**src/rtl/fpadd_issue_ctrl.sv**
```systemverilog
// Issue controller sharing one fixed-latency FP adder between two requesters:
// round-robin issue, in-flight tracking, credited per-requester response FIFOs.
module fpadd_issue_ctrl #(
  parameter int unsigned LAT   = 3,
  parameter int unsigned DEPTH = 4,
  parameter int unsigned TAGW  = 4
) (
  input  logic            i_clk,
  input  logic            i_reset_n,
  input  logic            i_req0_valid,
  output logic            o_req0_ready,
  input  logic [63:0]     i_req0_a,
  input  logic [63:0]     i_req0_b,
  input  logic [2:0]      i_req0_op,
  input  logic [TAGW-1:0] i_req0_tag,
  input  logic            i_req1_valid,
  output logic            o_req1_ready,
  input  logic [63:0]     i_req1_a,
  input  logic [63:0]     i_req1_b,
  input  logic [2:0]      i_req1_op,
  input  logic [TAGW-1:0] i_req1_tag,
  output logic            o_add_valid,
  output logic [63:0]     o_add_a,
  output logic [63:0]     o_add_b,
  output logic [2:0]      o_add_op,
  input  logic            i_add_res_valid,
  input  logic [63:0]     i_add_res,
  input  logic [4:0]      i_add_flags,
  output logic            o_resp0_valid,
  input  logic            i_resp0_ready,
  output logic [63:0]     o_resp0_data,
  output logic [4:0]      o_resp0_flags,
  output logic [TAGW-1:0] o_resp0_tag,
  output logic            o_resp1_valid,
  input  logic            i_resp1_ready,
  output logic [63:0]     o_resp1_data,
  output logic [4:0]      o_resp1_flags,
  output logic [TAGW-1:0] o_resp1_tag,
  output logic [4:0]      o_sticky0,
  output logic [4:0]      o_sticky1,
  input  logic [1:0]      i_sticky_clr,
  output logic            o_err
);

  localparam int unsigned AW = (DEPTH > 1) ? $clog2(DEPTH) : 1;
  localparam int unsigned CW = $clog2(DEPTH + 1);
  localparam int unsigned BW = $clog2(LAT + 1);
  localparam logic [CW-1:0] CredMax = CW'(DEPTH);
  localparam logic [AW:0]   CntFull = (AW + 1)'(DEPTH);

  logic [1:0]      w_valid, w_resp_ready, w_elig, w_gnt, w_pop, w_push, w_release, w_full;
  logic            w_res_valid, w_drop, w_err_set;
  logic            w_tail_valid, w_tail_id;
  logic [TAGW-1:0] w_tail_tag;

  logic            r_last1;
  logic            r_add_valid, r_add_id;
  logic [63:0]     r_add_a, r_add_b;
  logic [2:0]      r_add_op;
  logic [TAGW-1:0] r_add_tag;
  logic [LAT-1:0]  r_sr_valid, r_sr_id;
  logic [TAGW-1:0] r_sr_tag [LAT];
  logic [BW-1:0]   r_blank;
  logic [CW-1:0]   r_cred [2];
  logic [AW:0]     r_cnt [2];
  logic [AW-1:0]   r_rd [2];
  logic [AW-1:0]   r_wr [2];
  logic [63:0]     r_mem_data [2][DEPTH];
  logic [4:0]      r_mem_flags [2][DEPTH];
  logic [TAGW-1:0] r_mem_tag [2][DEPTH];
  logic [4:0]      r_sticky [2];
  logic            r_err;

  assign w_valid      = {i_req1_valid, i_req0_valid};
  assign w_resp_ready = {i_resp1_ready, i_resp0_ready};
  assign w_tail_valid = r_sr_valid[LAT-1];
  assign w_tail_id    = r_sr_id[LAT-1];
  assign w_tail_tag   = r_sr_tag[LAT-1];
  // Results of ops issued before a reset can still emerge for LAT cycles; ignore them.
  assign w_res_valid  = i_add_res_valid & (r_blank == '0);

  always_comb begin
    w_elig    = '0;
    w_full    = '0;
    w_pop     = '0;
    w_push    = '0;
    w_release = '0;
    for (int n = 0; n < 2; n++) begin
      w_elig[n] = w_valid[n] & (r_cred[n] < CredMax);
      w_full[n] = (r_cnt[n] == CntFull);
      w_pop[n]  = (r_cnt[n] != '0) & w_resp_ready[n];
    end
    w_gnt[0]  = w_elig[0] & (~w_elig[1] | r_last1);
    w_gnt[1]  = w_elig[1] & (~w_elig[0] | ~r_last1);
    w_drop    = w_res_valid & w_tail_valid & w_full[w_tail_id] & ~w_pop[w_tail_id];
    for (int n = 0; n < 2; n++) begin
      w_push[n]    = w_res_valid & w_tail_valid & (w_tail_id == 1'(n)) & ~w_drop;
      // A tail entry with no result (or a dropped write) still frees its credit.
      w_release[n] = w_tail_valid & (w_tail_id == 1'(n)) & (~w_res_valid | w_drop);
    end
    w_err_set = (w_res_valid != w_tail_valid) | w_drop;
  end

  always_ff @(posedge i_clk) begin
    if (!i_reset_n) begin
      r_last1     <= 1'b1;
      r_add_valid <= 1'b0;
      r_add_id    <= 1'b0;
      r_add_a     <= '0;
      r_add_b     <= '0;
      r_add_op    <= '0;
      r_add_tag   <= '0;
      r_sr_valid  <= '0;
      r_sr_id     <= '0;
      for (int i = 0; i < LAT; i++) r_sr_tag[i] <= '0;
      r_blank     <= BW'(LAT);
      r_err       <= 1'b0;
      for (int n = 0; n < 2; n++) begin
        r_cred[n]   <= '0;
        r_cnt[n]    <= '0;
        r_rd[n]     <= '0;
        r_wr[n]     <= '0;
        r_sticky[n] <= '0;
      end
    end else begin
      r_add_valid <= |w_gnt;
      if (|w_gnt) begin
        r_last1   <= w_gnt[1];
        r_add_id  <= w_gnt[1];
        r_add_a   <= w_gnt[1] ? i_req1_a   : i_req0_a;
        r_add_b   <= w_gnt[1] ? i_req1_b   : i_req0_b;
        r_add_op  <= w_gnt[1] ? i_req1_op  : i_req0_op;
        r_add_tag <= w_gnt[1] ? i_req1_tag : i_req0_tag;
      end
      r_sr_valid[0] <= r_add_valid;
      r_sr_id[0]    <= r_add_id;
      r_sr_tag[0]   <= r_add_tag;
      for (int i = 1; i < LAT; i++) begin
        r_sr_valid[i] <= r_sr_valid[i-1];
        r_sr_id[i]    <= r_sr_id[i-1];
        r_sr_tag[i]   <= r_sr_tag[i-1];
      end
      if (r_blank != '0) r_blank <= r_blank - 1'b1;
      if (w_err_set) r_err <= 1'b1;
      for (int n = 0; n < 2; n++) begin
        if (w_push[n]) r_wr[n] <= r_wr[n] + 1'b1;
        if (w_pop[n])  r_rd[n] <= r_rd[n] + 1'b1;
        r_cnt[n]    <= r_cnt[n] + (AW + 1)'(w_push[n]) - (AW + 1)'(w_pop[n]);
        r_cred[n]   <= r_cred[n] + CW'(w_gnt[n]) - CW'(w_pop[n]) - CW'(w_release[n]);
        r_sticky[n] <= (i_sticky_clr[n] ? 5'b0 : r_sticky[n]) | (w_push[n] ? i_add_flags : 5'b0);
      end
    end
  end

  always_ff @(posedge i_clk) begin
    for (int n = 0; n < 2; n++) begin
      if (w_push[n]) begin
        r_mem_data[n][r_wr[n]]  <= i_add_res;
        r_mem_flags[n][r_wr[n]] <= i_add_flags;
        r_mem_tag[n][r_wr[n]]   <= w_tail_tag;
      end
    end
  end

  assign o_req0_ready  = w_gnt[0];
  assign o_req1_ready  = w_gnt[1];
  assign o_add_valid   = r_add_valid;
  assign o_add_a       = r_add_a;
  assign o_add_b       = r_add_b;
  assign o_add_op      = r_add_op;

  // Head fields are forced to zero while empty so reset leaves every output at 0.
  assign o_resp0_valid = (r_cnt[0] != '0);
  assign o_resp0_data  = o_resp0_valid ? r_mem_data[0][r_rd[0]]  : '0;
  assign o_resp0_flags = o_resp0_valid ? r_mem_flags[0][r_rd[0]] : '0;
  assign o_resp0_tag   = o_resp0_valid ? r_mem_tag[0][r_rd[0]]   : '0;
  assign o_resp1_valid = (r_cnt[1] != '0);
  assign o_resp1_data  = o_resp1_valid ? r_mem_data[1][r_rd[1]]  : '0;
  assign o_resp1_flags = o_resp1_valid ? r_mem_flags[1][r_rd[1]] : '0;
  assign o_resp1_tag   = o_resp1_valid ? r_mem_tag[1][r_rd[1]]   : '0;

  assign o_sticky0     = r_sticky[0];
  assign o_sticky1     = r_sticky[1];
  assign o_err         = r_err;

endmodule

```
**config.mk**
```make
export PLATFORM = sky130hd
export DESIGN_NAME = fpadd_issue_ctrl
export DESIGN_NICKNAME = d
export VERILOG_FILES = /design/src/rtl/fpadd_issue_ctrl.sv
export SDC_FILE = /design/constraint.sdc
export NUM_CORES = 1
export LEC_CHECK = 0
export BUFFER_PORTS_ARGS = -buffer_cell sky130_fd_sc_hd__buf_2
export CAP_MARGIN = 40
export CORE_AREA = 2 2 255 257
export CTS_CLUSTER_SIZE = 40
export DETAILED_ROUTE_END_ITERATION = 6
export DIE_AREA = 0 0 257 259
export PLACE_DENSITY = 0.72
export SYNTH_ARGS = -nofsm -noshare
export SYNTH_HDL_FRONTEND = slang
export SYNTH_SLANG_ARGS = --single-unit
```
**constraint.sdc**
```tcl
create_clock -name i_clk -period 4.7 [get_ports i_clk]
set_clock_uncertainty 0.2 [all_clocks]
set_input_delay 1.175 -clock i_clk [delete_from_list [all_inputs] [get_ports i_clk]]
set_output_delay 1.175 -clock i_clk [all_outputs]
set_load 0.005 [all_outputs]
```
==> results.txt, run 1 <==
- Post-CTS resize count: 0
- In this run the remaining antenna-violating nets after routing total 0.
- CTS H-tree depth: 3
- Port buffering added 640 buffers.
- CTS Hold Bufs: 0
- Worst Path Required: about 3.3 ns
- Total power: 20.4 mW
- Internal power comes to about 14 mW.
* Power density normalized to cell area: 534 nW/µm²
* Final wirelength: 89500 µm
- Max-slew headroom at the worst pin: between 40% and 50%
- Per report_power, the sequential group accounts for 39.1% of the total.
- Part of the power in combinational logic: 30.6%
* Overall routing resource usage: 26.2%
- Worst min-delay path startpoint: r_sr_valid[0]
* Most frequent cells in the layout: buf_2, edfxtp_1, nor3_1
* Leading cell type in the layout, fill and taps excluded: buf_2
- The setup path with the least slack is of type register to output pin.
- The final route contains approximately 20000 vias.
- Ratio of routed vias to standard cells: 5.86
- In the finished design, the share of the clock period the worst path needs comes to 83.7%.
* Clk network pwr share: 30.3%
- Detailed-router iteration count before antenna repair: 5
* Number of instances in the placed design: ~3300
- Post-place instance area: 35600 µm²
* Worst setup path startpoint: r_rd[0][0]
- Before CTS, the worst setup slack after placement is 0.724 ns.
- Synth warn: 0
* Row Count: 93
- The clock reaches the later pin of the worst-skew pair after 0.60 ns.
* Share of the yosys chip area belonging to registers: 67.8%
* Buffer levels on the longest clock path: 3
- Leakage power: 13.8 nW
- Routability-driven placement congestion ratio: 0.910
- At the pin with the least slew margin, the transition time is 0.875 ns.
- Total negative setup slack: 0 ns
- Setup slack on the critical path of the routed design comes to 0.766 ns.
- The number of global-route vias before repair came to 20500.
- Final hold analysis gives a worst-case slack of 0.232 ns.
* Type of the tightest min-delay check: register to register
- Worst-path cell chain: buf_12, mux4_2, and2_1, buf_2
- Of the total power, the share spent switching nets is 31.6%.
- The floorplan step set the die width to 257 µm.
- Measured along the y axis, the die boundary spans 259 µm.
- Average size of a mapped cell: about 16 µm²
- Area growth, synth to finish: 21.0%
- The tool flagged a number of max-cap violations equal to 0.
- Synthesis produced a netlist with a net count of 2332.
- P_sw: 6.43 mW
- For this run, the share of the core covered by cells in the final layout is about three fifths.
- Critical Path Start Type: register
- CTS tree: built
* Cell at the root of the clock tree: clkbuf_16
- Die Area: 66600 µm²
- Worst-path clk slew: 0.06 ns
* R2R depth: 11
* Number of sinks driven by the clock tree: roughly 770
* Result of the run: finished clean
* Endpoint type of the worst setup path: output pin
- In the final layout, the share of cells above drive strength 1 is between 40% and 50%.
* Starting DRC count in detailed routing: 1599
- Max IR drop VDD: 0.339 mV
* Instance count along the most critical hold path: 1
- The startpoint identified for the worst register-to-register timing path is r_cnt[0][2].
* Slowest CP cell: mux4_2
- Worst Path Arrival: between 2 and 3 ns
- Setup violations remaining at the end of the flow were counted as 0.
- Largest fanout on the critical path: 73
- Summing every instance area after synthesis gives 31600 µm².
* Fin area: around 38000 µm²
- Detailed-route wire length per cell: 25.8 µm
- Reg-to-reg setup timing slack: approximately 1.4 ns
* Post-detail-place hpwl: slightly below 60000 µm
- The number of pins exceeding their max-slew limit in the final report is 0.
- Std-Cell Core Area: 63900 µm²
- Entering global routing, the biggest net connects between 150 and 200 pins.
- For this run, the top clock speed supported by timing is approximately 250 MHz.
- First-pass GRT wire length: approximately 130000 µm
- For this run, the number of standard cells in the final layout without fillers is 3467.
- The initial antenna violation count was 29.
* Number of synthesized register bits: 773
- The number of hold-slack violations in the final timing report is 0.
* Final nets: 2914
* Number of setup buffers added after CTS: 0
* CTS buffer count: 79
* Number of distinct library cells after synthesis: 36
- In this design, the stage delay of the slowest critical-path cell is 0.59 ns.
- Drc violations: 0
- Min cycle time layout: 3.93 ns
* Cells after Synth: about 2000
- RSZ-0062 raised after global routing: no
- I/O pin cnt: 641
* Initial core utilization: 49.4%
- GRT overflow: 0
-- final timing paths --
path,endpoint
worst min-delay path,r_sr_valid[1]
worst max register to register,r_cnt[0][2]
worst max-delay path,o_resp0_data[35]
worst min register to register,r_sr_valid[1]
-- registers in the layout, indices dropped and copies added (netlist names), 6 cells and up --
name / flops
o_add_a: 64
o_add_b: 64
r_cnt: 6
r_cred: 6
r_mem_data: 512
r_mem_flags: 40
r_mem_tag: 32
r_sr_tag: 12
r_sticky: 10
-- cell type report --
cell class / instances / area, µm²
Multi-Input combinational cell: 984 / 9270
Tap cell: 855 / 1070
Sequential cell: 773 / 21400
Fill cell: 4755 / 25700
Clock inverter: 49 / 443
Antenna cell: 9 / 22.5
Timing Repair Buffer: 678 / 3770
Clock buffer: 93 / 2090
Inverter: 26 / 103
-- per-layer routing --
layer | part of all wire (%) | global-route usage (%)
met1 | 36 | 31.3
met2 | 50 | 44.3
met3 | 8.1 | 6.59
met4 | 5.5 | 13.5
met5 | 0.13 | 0
-- power groups by stage --
stage	Sequential, mW	Clock, mW	Combinational [mW]
floorplan	8.08	0	3.71
global placement	8.11	0	6.08
detailed placement	8.10	0	6.27
CTS	7.96	6.25	6.30
global route	8.00	6.52	6.68
finish	7.96	6.16	6.23
-- critical path, delay by kind of cell (launching register included) --
kind                   cells  cell delay (ns)
buffers and inverters      2             0.67
AND/OR/NAND/NOR            1             0.24
multiplexers               1             0.59
flip-flops                 1             0.43
-- synthesized netlist by cell type --
library cell    n  area, µm²
a2111oi_0      29        254
a2111oi_2     106       1590
a211oi_1        2       15.0
a21oi_1       148        741
and2_1        178       1110
and3_1          9       56.3
and3b_1         1       8.76
buf_1          13       48.8
buf_2          65        325
buf_4           6       45.0
buf_6          12        135
clkbuf_1       81        304
dfxtp_1       181       3620
edfxtp_1      592      17800
fa_1            4       80.1
ha_1           20        250
inv_1          25       93.8
inv_2           1       3.75
mux2_2          2       22.5
mux4_2        146       3290
nand2_1        10       37.5
nand2b_1       13       81.3
nand2b_4        1       13.8
nand3_1        10       50.1
nand3b_1        1       7.51
nor2_1          8       30.0
nor2b_1         3       18.8
nor3_1        272       1360
o211a_1         2       20.0
o21ai_0         4       20.0
o31a_1          1       8.76
o31ai_2         1       12.5
or3_1           2       12.5
or4b_2          2       20.0
xnor2_1         4       35.0
xor2_1          5       43.8
-- cells by family (layout without fill, tap and decap cells) --
family | Yosys count | in the layout | synth area share (%)
buffers and inverters | 203 | 846 | 3.03
multiplexers | 148 | 148 | 10.5
AND/OR/NAND/NOR | 510 | 510 | 8.91
adder cells (fa/ha/maj) | 24 | 24 | 1.05
flip-flops | 773 | 773 | 67.8
AO/OA/AOI/OAI | 293 | 293 | 8.44
other | 0 | 9 | 0
XOR/XNOR | 9 | 9 | 0.250
(Power assumes the default switching activity.)
==> run 2, diff against run 1 <==
--- a/config.mk
+++ b/config.mk
@@ -5,12 +5,13 @@
 export SDC_FILE = /design/constraint.sdc
 export NUM_CORES = 1
 export LEC_CHECK = 0
+export ABC_AREA = 1
 export BUFFER_PORTS_ARGS = -buffer_cell sky130_fd_sc_hd__buf_2
 export CAP_MARGIN = 40
-export CORE_AREA = 2 2 255 257
+export CORE_AREA = 2 2 251 253
 export CTS_CLUSTER_SIZE = 40
 export DETAILED_ROUTE_END_ITERATION = 6
-export DIE_AREA = 0 0 257 259
+export DIE_AREA = 0 0 253 255
 export PLACE_DENSITY = 0.72
 export SYNTH_ARGS = -nofsm -noshare
 export SYNTH_HDL_FRONTEND = slang
==> constraint.sdc (replaced) <==
create_clock -name i_clk -period 4 [get_ports i_clk]
set_clock_uncertainty 0.2 [all_clocks]
set_input_delay 1 -clock i_clk [delete_from_list [all_inputs] [get_ports i_clk]]
set_output_delay 1 -clock i_clk [all_outputs]
set_load 0.005 [all_outputs]
==> run 2 against run 1 <==
- non-clock buffer count is 9 higher
- critical path depth increased by 3
- utilization up 0.11 points
- sequential cell count unchanged
- via count increased by 13%
- worst hold slack got worse by 0.035 ns
- first-iteration DRC count up 16%
- sequential share of layout area grew 1.4 points
- clock-buffer cell count rose by 10
- synthesized cell count is 41% higher
- synthesized area shrank 3.3%
- die area is 3.1% lower
- largest cell class unchanged
==> results.txt, run 2 <==
- Result of the run: finished clean
* Proportion of layout cells with a drive suffix above 1: 24.5% (-17 points)
- Cell at the root of the clock tree: clkbuf_16
- The overall global routing resource usage was 27.7% (+1.5 points).
- The initial core utilization came to 49.1% (-0.30 points).
- Synth warn: 0 (unchanged)
* Post-synth top area share: 58.3% (+1.9 points)
* P_sw: 8.37 mW (+30%)
* Slowest CP cell: buf_4
- The summed instance area of the synthesized netlist is 30500 µm² (-3.3%).
- In this run the critical register-to-register path is captured at r_cred[0][5].
* GRT overflow: 0 (unchanged)
- The worst register-to-register path begins at r_blank[0].
* Buffer levels on the longest clock path: 3 (unchanged)
- CP delay by family, top: buffers and inverters
- Among all cell types in the netlist, the one instantiated most often is nor2_1.
- The worst endpoint data arrival time was 2.64 ns (+0.08 ns).
* Detailed-route wire length per cell: 22.0 µm (-15%)
- Total negative setup slack: 0 ns (unchanged)
- Among all flip-flop cells after synthesis, the most frequent one is edfxtp_1.
- Reg-to-reg setup timing slack: 0.91 ns (-0.48 ns)
* Post-CTS resize count: 0 (unchanged)
- Leakage power: 14.5 nW (+5.4%)
- Leading cell type in the layout, fill and taps excluded: nor2_1
* Die width: 253 µm (-1.6%)
- The number of enable-type register cells in the synthesized netlist came to 592 (unchanged).
- The switching share of total power came to 34.5% (+2.9 points).
* Critical Path Start Type: register
- The number of buffer and inverter instances along the worst setup path came to 3 (+1).
- Cells after Synth: 2765 (+41%)
- The number of buffers added to fix hold violations after cts was 0 (unchanged).
* Antenna violations before repair: 9 (-69%)
* Number of distinct library cells after synthesis: 30 (-17%)
- Height of the chip: 255 µm (-1.5%)
- Power Internal: 15.9 mW (+14%)
* Part of the power in combinational logic: 30.2% (-0.4 points)
- The row count was 92 (-1.1%).
- The flip-flop count of the largest register after layout is 512 (unchanged).
- The detailed router's first-iteration violation count was 1847 (+16%).
- Largest net degree at the start of global routing: 151 (-8.5%)
* Number of synthesized register bits: 773 (unchanged)
- Fmax: about 260 MHz
- The instance count on the critical path came to 7 (+3).
* I/O pin cnt: 641 (unchanged)
- The average size of a mapped cell was 11.0 µm² (-31%).
- The total of endpoints with negative setup slack in the final report was 0 (unchanged).
- The power density normalized to cell area came to 651 nW/µm² (+22%).
- Number of setup buffers added after CTS: 0 (unchanged)
- The number of H-tree levels came to 3 (unchanged).
- The worst-skew pair later-pin latency was 0.62 ns (+0.02 ns).
- The number of I/O port buffers came to 640 (unchanged).
* Worst Path Required: 2.80 ns (-0.52 ns)
- R2R depth: 18 (+7)
* Post-synth net total: 3137 (+35%)
* Post-detail-place hpwl: 62100 µm (+5.7%)
- Largest cells by area after synthesis: edfxtp_1, dfxtp_1, nor2_1
- In this run the most critical hold path is launched from r_sr_id[1].
- Final wirelength: 92600 µm (+3.4%)
* Die Area: 64500 µm² (-3.1%)
- Cell repeated most along the worst path: nor2_1
* Instance count along the most critical hold path: 2 (+1)
- Of the available clock period, the critical path in the final layout requires 95.9%.
- Type of the tightest min-delay check: register to register
- Most frequent cells in the layout: nor2_1, buf_2, edfxtp_1
- Ratio of routed vias to standard cells: 5.45 (-7.0%)
- The path with the worst hold slack has its endpoint at r_sr_id[2].
- Antenna Violating Nets Remaining: 0 (unchanged)
- The share of power burned in registers is 38.8% (-0.3 points).
- Endpoint type of the worst setup path: output pin
- TritonCTS built the clock tree.
* Detailed-router iteration count before antenna repair: 5 (unchanged)
* Final Hold Slack: 0.197 ns (-0.0351 ns)
- RSZ-0062 raised after global routing: no
* Maximum single-stage delay on the critical path: 0.46 ns (-0.13 ns)
- The worst slew slack as a fraction of its limit was 48.8% (+7.2 points).
- The wire length of the first global-routing pass is 133000 µm (+1.4%).
- The clock network power share came to 31.0% (+0.7 points).
* Routability-driven placement congestion ratio: 0.912 (+0.23%)
* Max IR drop VDD: 0.588 mV (+73%)
- The signal on the critical path passes through buf_12, buf_4, nor2_1, nor2_1, o21ai_0, a21oi_1, buf_2.
- The highest fanout seen on the critical path came to 77 (+5.5%).
- Number of vias after detailed routing: 23000 (+13%)
- The number of fillers in the final layout was 5069 (+6.6%).
- The biggest area contributor in the post-synthesis netlist is edfxtp_1.
* Drc violations: 0 (unchanged)
- The net total in the final layout is 3716 (+28%).
* Number of sinks driven by the clock tree: 773 (unchanged)
- Via count of the first global-routing pass: 21100 (+3.1%)
- The sequential area share after synthesis came to 70.1% (+2.3 points).
* Max-cap violations: 0 (unchanged)
- Number of pins with negative max-slew slack in the final report: 0 (unchanged)
- The core area came to 62200 µm² (-2.7%).
- Subtracting the final worst setup slack from the clock period gives 3.84 ns.
- The worst setup path is of the register to output pin kind.
- Worst-path clk slew: 0.06 ns (about the same)
* FFs w/ async S/R, synth: 0% (unchanged)
- Transition time at the pin with the least slew margin: 0.768 ns (-0.108 ns)
- CTS buffer count: 80 (+1.3%)
- Number of hold violations in the final report: 0 (unchanged)
- Post-synth top cells: nor2_1, edfxtp_1, o21ai_0, dfxtp_1, a21oi_1
- Area growth, synth to finish: 22.0%
[run 2: cell count changes in the layout (fill, tap and decap cells not counted), sizes merged, moves of 14 or more]
cell and change:
inv +55, nand2 +54, a2111oi -135, nand3 +134, and2 -178, nor3 -270
o21ai +559, nor2 +737, nand2b -14, mux4 -146, a21oi +17
[run 2: cell type report]
type | count | area, µm² | share of cell area (%)
Multi-Input combinational cell | 1719 | 7960 | 21.4
Timing Repair Buffer | 687 | 3840 | 10.3
Clock inverter | 47 | 527 | 1.42
Inverter | 83 | 324 | 0.871
Antenna cell | 5 | 12.5 | 0.0336
Tap cell | 799 | 1000 | 2.69
Sequential cell | 773 | 21400 | 57.5
Clock buffer | 103 | 2140 | 5.76
[run 2: worst max-delay path by stage]
stage / slack, ns / endpoint / from
floorplan: -0.33 / r_mem_data[0][0] / i_add_res_valid
global placement: 0.45 / r_cred[0][2] / i_add_res_valid
detailed placement: 0.41 / r_cred[0][2] / i_add_res_valid
CTS: 0.14 / o_resp1_data[52] / r_rd[0][2]
global route: 0.04 / o_resp0_tag[1] / r_rd[0][0]
finish: 0.16 / o_resp1_data[52] / r_rd[0][2]
[run 2: metal layers]
layer | global-route usage (%) | share of wire [%] | up-vias
li1 | - | - | 10800
met2 | 45.4 | 49 | 968
met1 | 33.8 | 37 | 11000
met4 | 16.4 | 6.0 | 8
met3 | 6.01 | 7.8 | 181
met5 | 1.05 | 0.14 | -
[run 2: tightest hold or removal path: stages, from the launching register on]
cell	delay (ns)
dfxtp_1	0.30
nand2_1	0.05
inv_1	0.04
[run 2: cell families after synthesis]
family	Yosys count	share of synthesized area (%)
xor+xnor	4	0.115
compound gates	734	12.2
fa+ha+maj	24	1.08
simple gates	957	12.5
flops	773	70.1
buf+inv	273	3.97
[run 2: power groups by stage]
stage                     Clock [mW]  Combinational, mW  Sequential, mW
after floorplan                    0               3.86            9.49
after global placement             0               7.21            9.53
after detailed placement           0               7.36            9.55
after CTS                       7.64               7.38            9.38
after global routing            7.94               8.02            9.43
final                           7.51               7.32            9.40
[run 2: through the flow]
stage | util (%) | power (mW) | instances | setup WS (ns) | area, µm²
2_1_floorplan | - | 13.3 | 2765 | -0.326 | 30600
3_3_place_gp | 55.5 | 16.7 | 4059 | 0.452 | 34500
3_5_place_dp | 55.5 | 16.9 | 4061 | 0.413 | 34500
4_1_cts | 59.8 | 24.4 | 4211 | 0.144 | 37200
5_1_grt | 59.8 | 25.4 | 4212 | 0.0378 | 37200
6_report | 59.9 | 24.2 | 4216 | 0.163 | 37200
